### src/rtl/imem_program_encoder_if.sv
// Field-set stream into the RV32I program encoder: valid/ready handshake plus
// the instruction fields sampled on accept.
interface imem_program_encoder_if;
  logic        in_valid;
  logic        in_ready;
  logic [2:0]  in_cls;
  logic [4:0]  in_rd;
  logic [4:0]  in_rs1;
  logic [4:0]  in_rs2;
  logic [2:0]  in_funct3;
  logic [6:0]  in_funct7;
  logic [12:0] in_imm;
  logic        in_last;

  modport master (
    output in_valid, in_cls, in_rd, in_rs1, in_rs2, in_funct3, in_funct7, in_imm, in_last,
    input  in_ready
  );

  modport slave (
    input  in_valid, in_cls, in_rd, in_rs1, in_rs2, in_funct3, in_funct7, in_imm, in_last,
    output in_ready
  );
endinterface

### src/rtl/imem_program_encoder.sv
// Encodes R / I-ALU / LOAD / STORE / BEQ field sets into RV32I words and writes
// them to instruction memory at consecutive word addresses.
module imem_program_encoder #(
  parameter int ADDR_W = 6
) (
  input  logic                  clk,
  input  logic                  reset,
  input  logic                  clear,
  imem_program_encoder_if.slave in_if,
  output logic                  imem_we,
  output logic [ADDR_W-1:0]     imem_addr,
  output logic [31:0]           imem_wdata,
  output logic [ADDR_W:0]       word_count,
  output logic                  done,
  output logic                  full,
  output logic                  err_illegal
);

  localparam logic [6:0] OP_R     = 7'b0110011;
  localparam logic [6:0] OP_I     = 7'b0010011;
  localparam logic [6:0] OP_LOAD  = 7'b0000011;
  localparam logic [6:0] OP_STORE = 7'b0100011;
  localparam logic [6:0] OP_BEQ   = 7'b1100011;

  typedef enum logic {
    ST_LOADING,
    ST_DONE
  } state_t;

  state_t      state_q, state_d;
  logic        accept;
  logic        legal;
  logic        imm_fits12;
  logic [31:0] word_d;

  // word_count never exceeds 2**ADDR_W, so its MSB is exactly the full flag and
  // its low bits are the next write address.
  assign full        = word_count[ADDR_W];
  assign done        = (state_q == ST_DONE);
  assign in_if.in_ready = (state_q == ST_LOADING) & ~full & ~clear & ~reset;
  assign accept      = in_if.in_valid & in_if.in_ready;
  assign imm_fits12  = (in_if.in_imm[12] == in_if.in_imm[11]);

  // NOTE: every signal driven here gets a default first, so no path leaves it
  // unassigned and no latch is inferred.
  always_comb begin
    legal  = 1'b0;
    word_d = '0;
    case (in_if.in_cls)
      3'd0: begin
        legal  = 1'b1;
        word_d = {in_if.in_funct7, in_if.in_rs2, in_if.in_rs1, in_if.in_funct3, in_if.in_rd, OP_R};
      end
      3'd1: begin
        legal  = imm_fits12;
        word_d = {in_if.in_imm[11:0], in_if.in_rs1, in_if.in_funct3, in_if.in_rd, OP_I};
      end
      3'd2: begin
        legal  = imm_fits12;
        word_d = {in_if.in_imm[11:0], in_if.in_rs1, in_if.in_funct3, in_if.in_rd, OP_LOAD};
      end
      3'd3: begin
        legal  = imm_fits12;
        word_d = {in_if.in_imm[11:5], in_if.in_rs2, in_if.in_rs1, in_if.in_funct3,
                  in_if.in_imm[4:0], OP_STORE};
      end
      3'd4: begin
        // Branch offsets are halfword-aligned; funct3 is forced to BEQ.
        legal  = ~in_if.in_imm[0];
        word_d = {in_if.in_imm[12], in_if.in_imm[10:5], in_if.in_rs2, in_if.in_rs1, 3'b000,
                  in_if.in_imm[4:1], in_if.in_imm[11], OP_BEQ};
      end
      default: begin
        legal  = 1'b0;
        word_d = '0;
      end
    endcase
  end

  always_comb begin
    state_d = state_q;
    if (clear) begin
      state_d = ST_LOADING;
    end else if (accept && in_if.in_last) begin
      state_d = ST_DONE;
    end
  end

  // NOTE: sequential state uses non-blocking assignments so every register
  // samples pre-edge values regardless of statement order.
  always_ff @(posedge clk) begin
    if (reset) begin
      state_q     <= ST_LOADING;
      word_count  <= '0;
      err_illegal <= 1'b0;
      imem_we     <= 1'b0;
      imem_addr   <= '0;
      imem_wdata  <= '0;
    end else begin
      state_q <= state_d;
      imem_we <= accept & legal;
      // A write registered on the previous edge is already on the imem port,
      // so clear only affects bookkeeping, never that write.
      if (clear) begin
        word_count  <= '0;
        err_illegal <= 1'b0;
      end else if (accept) begin
        if (legal) begin
          imem_addr  <= word_count[ADDR_W-1:0];
          imem_wdata <= word_d;
          word_count <= word_count + (ADDR_W+1)'(1);
        end else begin
          err_illegal <= 1'b1;
        end
      end
    end
  end

endmodule

### src/flat_wrapper.sv
// flat-port wrapper written by rule: the top's interface ports become plain ports
module imem_program_encoder_flat 
#(
  parameter int ADDR_W = 6
)
  (clk, reset, clear, imem_we, imem_addr, imem_wdata, word_count, done, full, err_illegal, in_if_in_valid, in_if_in_cls, in_if_in_rd, in_if_in_rs1, in_if_in_rs2, in_if_in_funct3, in_if_in_funct7, in_if_in_imm, in_if_in_last, in_if_in_ready);
  imem_program_encoder_if in_if_i ();
  input  logic clk;
  input  logic reset;
  input  logic clear;
  output logic imem_we;
  output logic [ADDR_W-1:0] imem_addr;
  output logic [31:0] imem_wdata;
  output logic [ADDR_W:0] word_count;
  output logic done;
  output logic full;
  output logic err_illegal;
  input wire logic [$bits(in_if_i.in_valid)-1:0] in_if_in_valid;
  input wire logic [$bits(in_if_i.in_cls)-1:0] in_if_in_cls;
  input wire logic [$bits(in_if_i.in_rd)-1:0] in_if_in_rd;
  input wire logic [$bits(in_if_i.in_rs1)-1:0] in_if_in_rs1;
  input wire logic [$bits(in_if_i.in_rs2)-1:0] in_if_in_rs2;
  input wire logic [$bits(in_if_i.in_funct3)-1:0] in_if_in_funct3;
  input wire logic [$bits(in_if_i.in_funct7)-1:0] in_if_in_funct7;
  input wire logic [$bits(in_if_i.in_imm)-1:0] in_if_in_imm;
  input wire logic [$bits(in_if_i.in_last)-1:0] in_if_in_last;
  output wire logic [$bits(in_if_i.in_ready)-1:0] in_if_in_ready;
  assign in_if_i.in_valid = in_if_in_valid;
  assign in_if_i.in_cls = in_if_in_cls;
  assign in_if_i.in_rd = in_if_in_rd;
  assign in_if_i.in_rs1 = in_if_in_rs1;
  assign in_if_i.in_rs2 = in_if_in_rs2;
  assign in_if_i.in_funct3 = in_if_in_funct3;
  assign in_if_i.in_funct7 = in_if_in_funct7;
  assign in_if_i.in_imm = in_if_in_imm;
  assign in_if_i.in_last = in_if_in_last;
  assign in_if_in_ready = in_if_i.in_ready;
  imem_program_encoder #(.ADDR_W(ADDR_W)) u_core (.clk(clk), .reset(reset), .clear(clear), .in_if(in_if_i), .imem_we(imem_we), .imem_addr(imem_addr), .imem_wdata(imem_wdata), .word_count(word_count), .done(done), .full(full), .err_illegal(err_illegal));
endmodule
### config.mk
export PLATFORM = sky130hd
export DESIGN_NAME = imem_program_encoder_flat
export DESIGN_NICKNAME = d
export VERILOG_FILES = /design/src/rtl/imem_program_encoder_if.sv /design/src/rtl/imem_program_encoder.sv /design/src/flat_wrapper.sv
export SDC_FILE = /design/constraint.sdc
export NUM_CORES = 1
export LEC_CHECK = 0
export ABC_AREA = 1
export BUFFER_PORTS_ARGS = -buffer_cell sky130_fd_sc_hd__buf_2
export CAP_MARGIN = 20
export CORE_ASPECT_RATIO = 0.5
export CORE_MARGIN = 10
export CORE_UTILIZATION = 40
export CTS_BUF_LIST = sky130_fd_sc_hd__clkbuf_2
export CTS_CLUSTER_SIZE = 12
export DETAILED_ROUTE_END_ITERATION = 12
export GPL_ROUTABILITY_DRIVEN = 0
export PLACE_DENSITY = 0.79
export SLEW_MARGIN = 0
export SYNTH_ARGS = -nofsm -noshare
export SYNTH_HDL_FRONTEND = slang
export SYNTH_SLANG_ARGS = --single-unit
export TNS_END_PERCENT = 5
### constraint.sdc
create_clock -name clk -period 1.43 [get_ports clk]
set_input_delay 0.0715 -clock clk [delete_from_list [all_inputs] [get_ports clk]]
set_output_delay 0.0715 -clock clk [all_outputs]
set_load 0.02 [all_outputs]
==> results_dict.tcl <==
set metrics [dict create \
    initial_core_util_pct 42.8 \
    die_h_um 72.2 \
    cts_made_buffers 5 \
    post-route-min-period_ns 1.32 \
    fin_crit_sh_pct 92.0 \
    fin_worst_skew_ns 0.00536 \
    synth_warnings 0 \
    die_w_um 124 \
    synth_area_um2 2180 \
    intPower_mw 1.75 \
    hold_viol_final 0 \
    max_freq_mhz 760 \
    ctsRootBufferMaster "clkbuf_2" \
    setup_viol 0 \
    drtIter0Drc 270 \
    share_comb_of_total_power_pct 17.1 \
    drc 0 \
    diodes 0 \
    maxSlewViolCount 0 \
    grt_max_degree 37 \
    outcome "finished clean" \
    fillers 446 \
    vias 2398 \
    critPathTopFamily "flip-flops" \
    critical_path_required_ns 1.36 \
    synth_compound_area_share_pct 9.71 \
    cp.arrival_ns 1.24 \
    post-route-util_pct 60.8 \
    hp-class "input port to flip-flop" \
    grt_pass1_wl_mm 11.1 \
    yosysSeqAreaShare_pct 41.4 \
    clk_pin_slew_worst_paths_ns 0.22 \
    htreeDepth 2 \
    pin_count 96 \
    power_density_nw_per_um2 774 \
    synth_mux_area_share_pct 0 \
    critical_path.max_fanout 3 \
    syn_avg_cell_area_um2 7.00 \
    areaGrowthSynthToFinish_pct 42.2 \
    yosys.area_share.adder_pct 0.575 \
    switchingPower_uw 644 \
    design.core.area_um2 5090 \
    switching_share_pct 26.9 \
    final_nets 480 \
    cp_num_buf_inv 2 \
    row_count 18 \
    antenna_found_initial 0 \
    vias_per_cell 4.76 \
    synth_xor_area_share_pct 1.21 \
    ys_types 26 \
    dieArea_um2 8970 \
    wire_per_inst_um 13.5 \
    drive_above_1_share_pct 30.0 \
    setup-tns-final_ns 0 \
    cap_violations 0 \
    drtPass1Iterations 4 \
    cp_cell_sequence "nor2_4 -> nand2_4 -> clkinv_2 -> buf_4" \
    grt_usage_pct 14.5 \
    first_global_vias 2319 \
    yosys_register_bits 45 \
    wl_mm 6.82 \
    cts_buffer_depth 2 \
    slowest_delay_ns 0.45 \
    clock_sinks 45 \
    port-buffer-count 93 \
    cts_tree "built" \
    crit_type "flip-flop to output port" \
    final_antenna_net_count 0 \
    cp-start-kind "flip-flop" \
    p_leak_nw 1.54 \
    seqPwrFrac_pct 53.4 \
    hpwl_mm 4.74 \
    slowest_stage "dfxtp_1" \
    synthSimpleGateAreaFrac_pct 37.9 \
    clkPwrFrac_pct 29.6 \
    clock_latency_ns 0.40 \
    synth_top_family_by_area "simple AND/OR/NAND/NOR gates" \
    peakVddDrop_uv 504 \
    netlist_instances 311 \
    grt.overflow.total 0 \
    rsz0062_at_grt "no" \
    cp-end-kind "output port" \
]
logic make-up (layout without fill, tap and decap cells):
family | Yosys count | in the layout
and+or+nand+nor | 182 | 182
DFF | 45 | 45
AOI/OAI and AO/OA | 41 | 41
buffers and inverters | 38 | 160
xor gates and xnor gates | 3 | 3
adders and majority gates | 1 | 1
other | 1 | 2
metal layers:
| metal | GRT usage [%] | vias up | part of all wire [%] |
|---|---|---|---|
| met3 | 3.19 | 22 | 4.0 |
| met5 | 0 | - | 0 |
| met1 | 15.4 | 1088 | 38 |
| met4 | 6.42 | 0 | 3.4 |
| met2 | 27.6 | 65 | 54 |
| li1 | - | 1223 | - |
registers in the layout (all words and copies together), names as in the netlist:
name	count
u_core.word_count	7
u_core.err_illegal	1
u_core.imem_we	1
u_core.done	1
u_core.imem_wdata	29
u_core.imem_addr	6
worst min-delay path: cells and delay by family:
kind                   cells  cell delay, ns
buffers and inverters      1            0.10
and+or+nand+nor            3            0.17
AOI/OAI and AO/OA          1            0.06
cells in the final DEF (no fill, tap or decap), drive strengths merged:
cell type / synthesis / routed
nor2: 17 / 17
dlygate4sd3: 0 / 29
o21a: 1 / 1
nand4: 7 / 7
bufinv: 0 / 1
nand2: 134 / 134
dfxtp: 45 / 45
nand3: 23 / 23
xor2: 3 / 3
a21oi: 39 / 39
buf: 15 / 103
clkbuf: 3 / 6
clkinv: 2 / 3
conb: 1 / 2
o21ai: 1 / 1
inv: 18 / 18
ha: 1 / 1
nor3: 1 / 1
area by class of cell:
cell class | count | area (um2) | area share, %
tap | 70 | 87.6 | 2.83
clock buffer | 6 | 30.0 | 0.970
multi-input combinational | 229 | 1090 | 35.3
inverter | 20 | 76.3 | 2.46
clock inverter | 2 | 33.8 | 1.09
timing repair buffer | 132 | 871 | 28.1
sequential | 45 | 905 | 29.2
path summary, 6_finish.rpt:
path                              from               endpoint  slack, ns  cells past startpoint
setup reg to reg  u_core.word_count[6]  u_core.imem_wdata[28]       0.16                      8
hold reg to reg   u_core.imem_wdata[9]   u_core.imem_wdata[9]       0.48                      2
setup / recovery           u_core.done         in_if_in_ready       0.11                      4
hold / removal      in_if_in_funct7[2]  u_core.imem_wdata[27]       0.01                      5
repair_timing:
| item | CTS | global route |
|---|---|---|
| hold buffers | 28 | 1 |
| endpoints found under the hold margin | 21 | 1 |
| buffers inserted | 0 | 1 |
| endpoints found under the setup margin | 0 | 26 |
| resized for setup | 0 | 6 |
through the flow:
| step | cells | area (um2) | setup WS, ns | hold slack, ns | power (mW) |
|---|---|---|---|---|---|
| 2_1_floorplan | 312 | 2180 | 0.0682 | 0.216 | 1.51 |
| 3_3_place_gp | 466 | 2720 | 0.166 | 0.309 | 1.63 |
| 3_5_place_dp | 466 | 2720 | 0.125 | 0.321 | 1.63 |
| 4_1_cts | 502 | 3060 | 0.0151 | 0.00462 | 2.40 |
| 5_1_grt | 504 | 3100 | 0.0303 | 0.0146 | 2.51 |
| 6_report | 504 | 3100 | 0.114 | 0.0147 | 2.40 |
power groups by stage:
stage	clock (mW)	combinational [mW]	sequential (mW)
after floorplan	0	0.182	1.32
after global placement	0	0.329	1.30
after detailed placement	0	0.330	1.30
after CTS	0.721	0.397	1.28
after global routing	0.773	0.449	1.28
final	0.709	0.409	1.28
cells in the mapped netlist:
library cell  number  area (um2)
dfxtp_1           45         901
nor2_1            12        45.0
buf_4              4        30.0
nand2_2            3        18.8
nor3_1             1        5.00
ha_1               1        12.5
o21a_1             1        7.51
clkinv_1           1        3.75
nand2_1          129         484
clkbuf_1           3        11.3
nand3_4            1        17.5
nor2_8             3        60.1
nor2_2             2        12.5
conb_1             1        3.75
buf_2              7        35.0
o21ai_2            1        8.76
xor2_1             3        26.3
nand4_1            7        43.8
nand3_1           21         105
inv_2              3        11.3
inv_1             15        56.3
nand3_2            1        10.0
a21oi_1           39         195
clkinv_2           1        5.00
nand2_4            2        22.5
buf_6              4        45.0
(Power assumes the default switching activity.)
